**src/rtl/operand_mux.sv**
```systemverilog
// operand_mux: 4:1 operand selector for the expression-solver datapath.
// Offers the selected operand combinationally for same-cycle consumers and
// as a one-cycle registered copy tagged with a valid flag and the select
// code that produced it. Data passes through bit-exact; signedness is only
// carried for the benefit of downstream arithmetic.
module operand_mux #(
    parameter int WIDTH = 16
) (
    input  logic                    clk,
    input  logic                    rst_n,
    input  logic [1:0]              sel_i,
    input  logic                    in_valid_i,
    input  logic signed [WIDTH-1:0] a_i,
    input  logic signed [WIDTH-1:0] b_i,
    input  logic signed [WIDTH-1:0] c_i,
    input  logic signed [WIDTH-1:0] d_i,
    output logic signed [WIDTH-1:0] out_comb_o,
    output logic signed [WIDTH-1:0] out_o,
    output logic                    out_valid_o,
    output logic [1:0]              out_sel_o
);

    logic signed [WIDTH-1:0] out_q, out_d;
    logic                    out_valid_q, out_valid_d;
    logic [1:0]              out_sel_q, out_sel_d;

    // Full decode of all four select codes; no code yields an unknown output.
    always_comb begin
        out_comb_o = a_i;
        case (sel_i)
            2'b00: out_comb_o = a_i;
            2'b01: out_comb_o = b_i;
            2'b10: out_comb_o = c_i;
            2'b11: out_comb_o = d_i;
        endcase
    end

    // Capture on a valid sample; otherwise hold data/select and drop valid.
    always_comb begin
        out_d       = out_q;
        out_sel_d   = out_sel_q;
        out_valid_d = 1'b0;
        if (in_valid_i) begin
            out_d       = out_comb_o;
            out_sel_d   = sel_i;
            out_valid_d = 1'b1;
        end
    end

    // Output registers; asynchronous reset flushes any in-flight value.
    always_ff @(posedge clk or negedge rst_n) begin
        if (!rst_n) begin
            out_q       <= '0;
            out_valid_q <= 1'b0;
            out_sel_q   <= 2'b00;
        end else begin
            out_q       <= out_d;
            out_valid_q <= out_valid_d;
            out_sel_q   <= out_sel_d;
        end
    end

    assign out_o       = out_q;
    assign out_valid_o = out_valid_q;
    assign out_sel_o   = out_sel_q;

endmodule

```
**config.mk**
```make
export PLATFORM = sky130hd
export DESIGN_NAME = operand_mux
export DESIGN_NICKNAME = d
export VERILOG_FILES = /design/src/rtl/operand_mux.sv
export SDC_FILE = /design/constraint.sdc
export NUM_CORES = 1
export LEC_CHECK = 0
export BUFFER_PORTS_ARGS = -buffer_cell sky130_fd_sc_hd__clkbuf_2
export CAP_MARGIN = 15
export CELL_PAD_IN_SITES_DETAIL_PLACEMENT = 1
export CELL_PAD_IN_SITES_GLOBAL_PLACEMENT = 2
export CORE_MARGIN = 10
export CORE_UTILIZATION = 20
export DETAILED_ROUTE_END_ITERATION = 7
export PLACE_DENSITY = 0.85
export SETUP_SLACK_MARGIN = 0.2
export SLEW_MARGIN = 20
export SYNTH_ARGS = -nofsm -noshare
export SYNTH_HDL_FRONTEND = slang
export SYNTH_SLANG_ARGS = --single-unit
```
**constraint.sdc**
```tcl
create_clock -name clk -period 1.2 [get_ports clk]
set_clock_uncertainty 0.05 [all_clocks]
set_input_delay 0.3 -clock clk [delete_from_list [all_inputs] [get_ports clk]]
set_output_delay 0.3 -clock clk [all_outputs]
set_load 0.01 [all_outputs]
```
# --- Yosys cells after proc, flatten, opt, wreduce, memory -nomap -nowiden ---
# Cells that the tools add are included.
op_classes:
  eq_ne: 3
  n_mux: 2
  n_reduce_logical: 1
op_table:
  columns: ["operator", "n"]
  rows:
  - ["$pmux 16 s4", 1]
  - ["$eq 2x2->1 const B", 2]
  - ["$eq 2x1->1 const B", 1]
  - ["$logic_not 2->1", 1]
  - ["$mux 1", 1]
word_totals:
  word_cells: 9
  out_inout_bits: 35
  ff_bits: 19

# --- Longest topological paths before layout ---
logic_depth:
  ltp_word: 2
  depth_mapped: 5
  mapped_depth_nobuf: 2

# --- Worst setup path after synthesis ---
# No wires, ideal clock.
synth_path:
  path_kind: "input to output"
  from: "input sel_i[0]"
  to: "output out_comb_o[10]"
  path_buffers: 2
  arrival_time_ns: 0.996
  stages: 4
  setup_slack_ns: -0.146
  cell_sequence: "buf_4 buf_6 mux2i_1 mux2i_1"
synth_via:
  elab_chain_cells: 2
  elab_cells_between_ends: 5
  classes_between: "eq/ne: 3; mux: 1; reduce/logical: 1"
synth_rtl:
  columns: ["element", "line", "rtl"]
  rows:
  - ["start: declaration", "11", "input logic [1:0] sel_i,"]
  - ["$eq 2x2->1, or another cell as far along", "30", "case (sel_i)"]
  - ["$pmux 16 s4 (*)", "30", null]
  - ["end: declaration", "17", "output logic signed [WIDTH-1:0] out_comb_o,"]
# Mark *: on every way between the ends. The rest lies on a longest branch, timed or not.

# --- Worst setup path in the final report ---
layout_path:
  from: "input sel_i[0]"
  to: "output out_comb_o[7]"
# The elaborated chain is that of the path after synthesis.

==> summary.md <==
| Metric | Value |
|---|---|
| Arrival @ worst endpoint | 1.17 ns |
| Slew @ Worst Pin | between 0.2 and 0.3 ns |
| H-tree Lvls | 1 |
| Die Ht | just over 100 µm |
| Final WS setup | -0.318 ns |
| Power Internal | about 1800 µW |
| R2R depth | 4 |
| Slew margin rel. | 0.812 |
| Share of cells above drive strength 1 | 0.817 |
| Reg power frac | 0.301 |
| Yosys warnings | 0 |
| Initial antenna violation count | 0 |
| Logic gate share of total power | 0.523 |
| TritonCTS buffer count | 3 |
| Status | finished with violations |
| WS Path Type | in -> out |
| Sink Count | 19 |
| Slew Limit Fails | 0 |
| Post-Layout Cell Count | between 300 and 400 |
| Switching portion of total power | 0.317 |
| Share of the synthesized area in the top cell type | 0.343 |
| WL final | slightly below 7 mm |
| First-pass GRT wire length | around 10 mm |
| Area Growth Syn to Fin | 128% |
| Max frequency | roughly 660 MHz |
| RSZ-0062 raised after global routing | yes |
| Vias in the first global route | between 1,500 and 2,000 |
| CTS Buffer Depth | 2 |
| Required time worst endpoint | 0.85 ns |
| Setup crit start kind | input port |
| Hpwl dp | ~4.8 mm |
| DIE AREA | 10,800 µm² |
| Starting Density | 0.206 |
| Max cap viols | 0 |
| Final setup violation count | 16 |
| Core area | 6790 µm² |
| Post-synthesis cell area | between 1000 and 1500 µm² |
| Clock slew at reported path FFs | approximately 0.08 ns |
| P_leak | between 0.0015 and 0.002 µW |
| # IOs | roughly 100 |
| Worst-path maximum fanout | 9 |
| Clock Latency Late Sink | between 0.2 and 0.3 ns |
| FP Rows | 30 |
| Hold Crit Depth | 1 |
| GPL Wtd Cong | 0.712 |
| Power Dens Cells | 807 nW/µm² |
| Post-synthesis register bit count | 19 |
| Vias per cell | between 4 and 5 |
| Yosys cell types | 13 |
| Mean area per synthesized cell | between 10 and 15 µm² |
| Net Switching | 817 µW |
| Cell taking the most area after synthesis | mux2i_1 |
| N_diodes | 0 |
| Crit end category | output port |
| GRT Util Overall | 0.117 |
| Period minus WS final | ~1.5 ns |
| Cells after Synth | around 120 |
| Placed Cells | around 340 |
| Final critical-path share of the clock period | 1.27 |
| IO buf count | 103 |
| Clk pwr share | 0.177 |
| Drt initial violations | 14 |
| Nets | about 360 |
| Post-route ant nets | 0 |
| Wirelength per Cell | around 18 µm |
| Final hold vios | 0 |
| Max IR drop VDD | between 0.3 and 0.4 mV |
| Fillers | 770 |
| Overflow after GRT | 0 |
| Sequential-to-total area share from yosys stat | 0.339 |
| Final setup TNS | -4.02 ns |
| First-pass detailed-route iteration total | 4 |
| Synthesized Nets | around 180 |
| Synth area leaders | mux2i_1, dfrtp_1, o221ai_2, nand2b_1, buf_6 |
| Root buffer cell | clkbuf_8 |
| CTS tree | yes |
| Vias | 1,647 |
| Die width | 104 µm |
| Failing checks | negative setup slack |
| Largest net degree at the start of global routing | 20 |
| Min-Delay Path Class | in -> reg |
| DR DRC count | 0 |
[cells in the mapped netlist (all sizes together)]
cell    count
dfrtp      19
mux2        1
nand2b     17
o221ai     16
buf        11
nand2       1
inv         1
o21ai       1
mux2i      48
[logic make-up (layout without fill, tap and decap cells)]
| group | Yosys count | count (layout) | share of synthesized area |
|---|---|---|---|
| AO/OA/AOI/OAI | 17 | 17 | 0.148 |
| buffers and inverters | 12 | 186 | 0.0767 |
| flip-flops | 19 | 19 | 0.339 |
| multiplexers | 49 | 49 | 0.351 |
| AND/OR/NAND/NOR | 18 | 18 | 0.0856 |
[stage by stage]
stage / total power [µW] / area [µm²] / setup WS [ns] / util / hold slack, ns
2_1_floorplan: 1230 / 1570 / -0.0987 / - / -0.0456
3_3_place_gp: 1660 / 2380 / -0.318 / 0.350 / 0.243
3_5_place_dp: 1680 / 2380 / -0.369 / 0.350 / 0.246
4_1_cts: 2410 / 2920 / -0.265 / 0.430 / 0.260
5_1_grt: 2730 / 3190 / -0.312 / 0.470 / 0.274
6_report: 2580 / 3190 / -0.318 / 0.470 / 0.265
[state kept, by name (all words and copies together) (netlist names)]
name,count
out_o,16
out_sel_o,2
out_valid_o,1
[final timing paths]
| path | startpoint | to | slack (ns) |
|---|---|---|---|
| max | sel_i[0] | out_comb_o[7] | -0.32 |
| min | in_valid_i | out_valid_o | 0.26 |
| max reg2reg | out_o[15] | out_o[15] | 0.20 |
| min reg2reg | out_o[8] | out_o[8] | 0.45 |
| max in group asynchronous | rst_n | out_o[14] | 0.42 |
| min in group asynchronous | rst_n | out_o[7] | 0.44 |
[power groups by stage]
stage / logic, µW / clock network (µW) / registers, µW
6_report: 1350 / 455 / 775
5_1_grt: 1440 / 505 / 784
4_1_cts: 1170 / 477 / 757
3_5_place_dp: 913 / 0 / 771
3_3_place_gp: 895 / 0 / 764
2_1_floorplan: 423 / 0 / 803
[final cells by class]
type	instances	area [µm²]	area share
timing repair buffer	181	1440	0.451
multi-input combinational	84	1110	0.347
sequential	19	475	0.149
tap	96	120	0.0376
clock buffer	3	41.3	0.0129
clock inverter	1	5.00	0.00157
inverter	1	3.75	0.00118
[repair_timing]
item                                    4_1_cts  5_1_grt
buffers inserted                             26        9
endpoints found under the hold margin        19        0
cloned                                        3        0
endpoints found under the setup margin       51       69
resized for setup                            40       60
pin swaps                                     6        1
hold buffers                                  1        0
[critical path: stages]
cell and delay [ns]:
clkbuf_16 0.16, buf_16 0.16, mux2i_2 0.16, mux2i_1 0.20, clkbuf_2 0.19
[placed cells by master (no fill, tap or decap), drive strengths merged]
cell type	n
inv	1
nand2	1
mux2	1
o221ai	16
dlygate4sd3	1
buf	103
nand2b	17
dfrtp	19
clkinv	1
mux2i	48
clkbuf	80
o21ai	1
[layer usage]
metal  wire, µm  vias up  global-route usage  part of all wire
met4        136        0              0.0229             0.020
met5          0        -                   0                 0
met2       4150       50               0.243              0.60
li1           -      789                   -                 -
met1       2320      798               0.108              0.34
met3        308       10              0.0310             0.045
(Power assumes the default switching activity.)
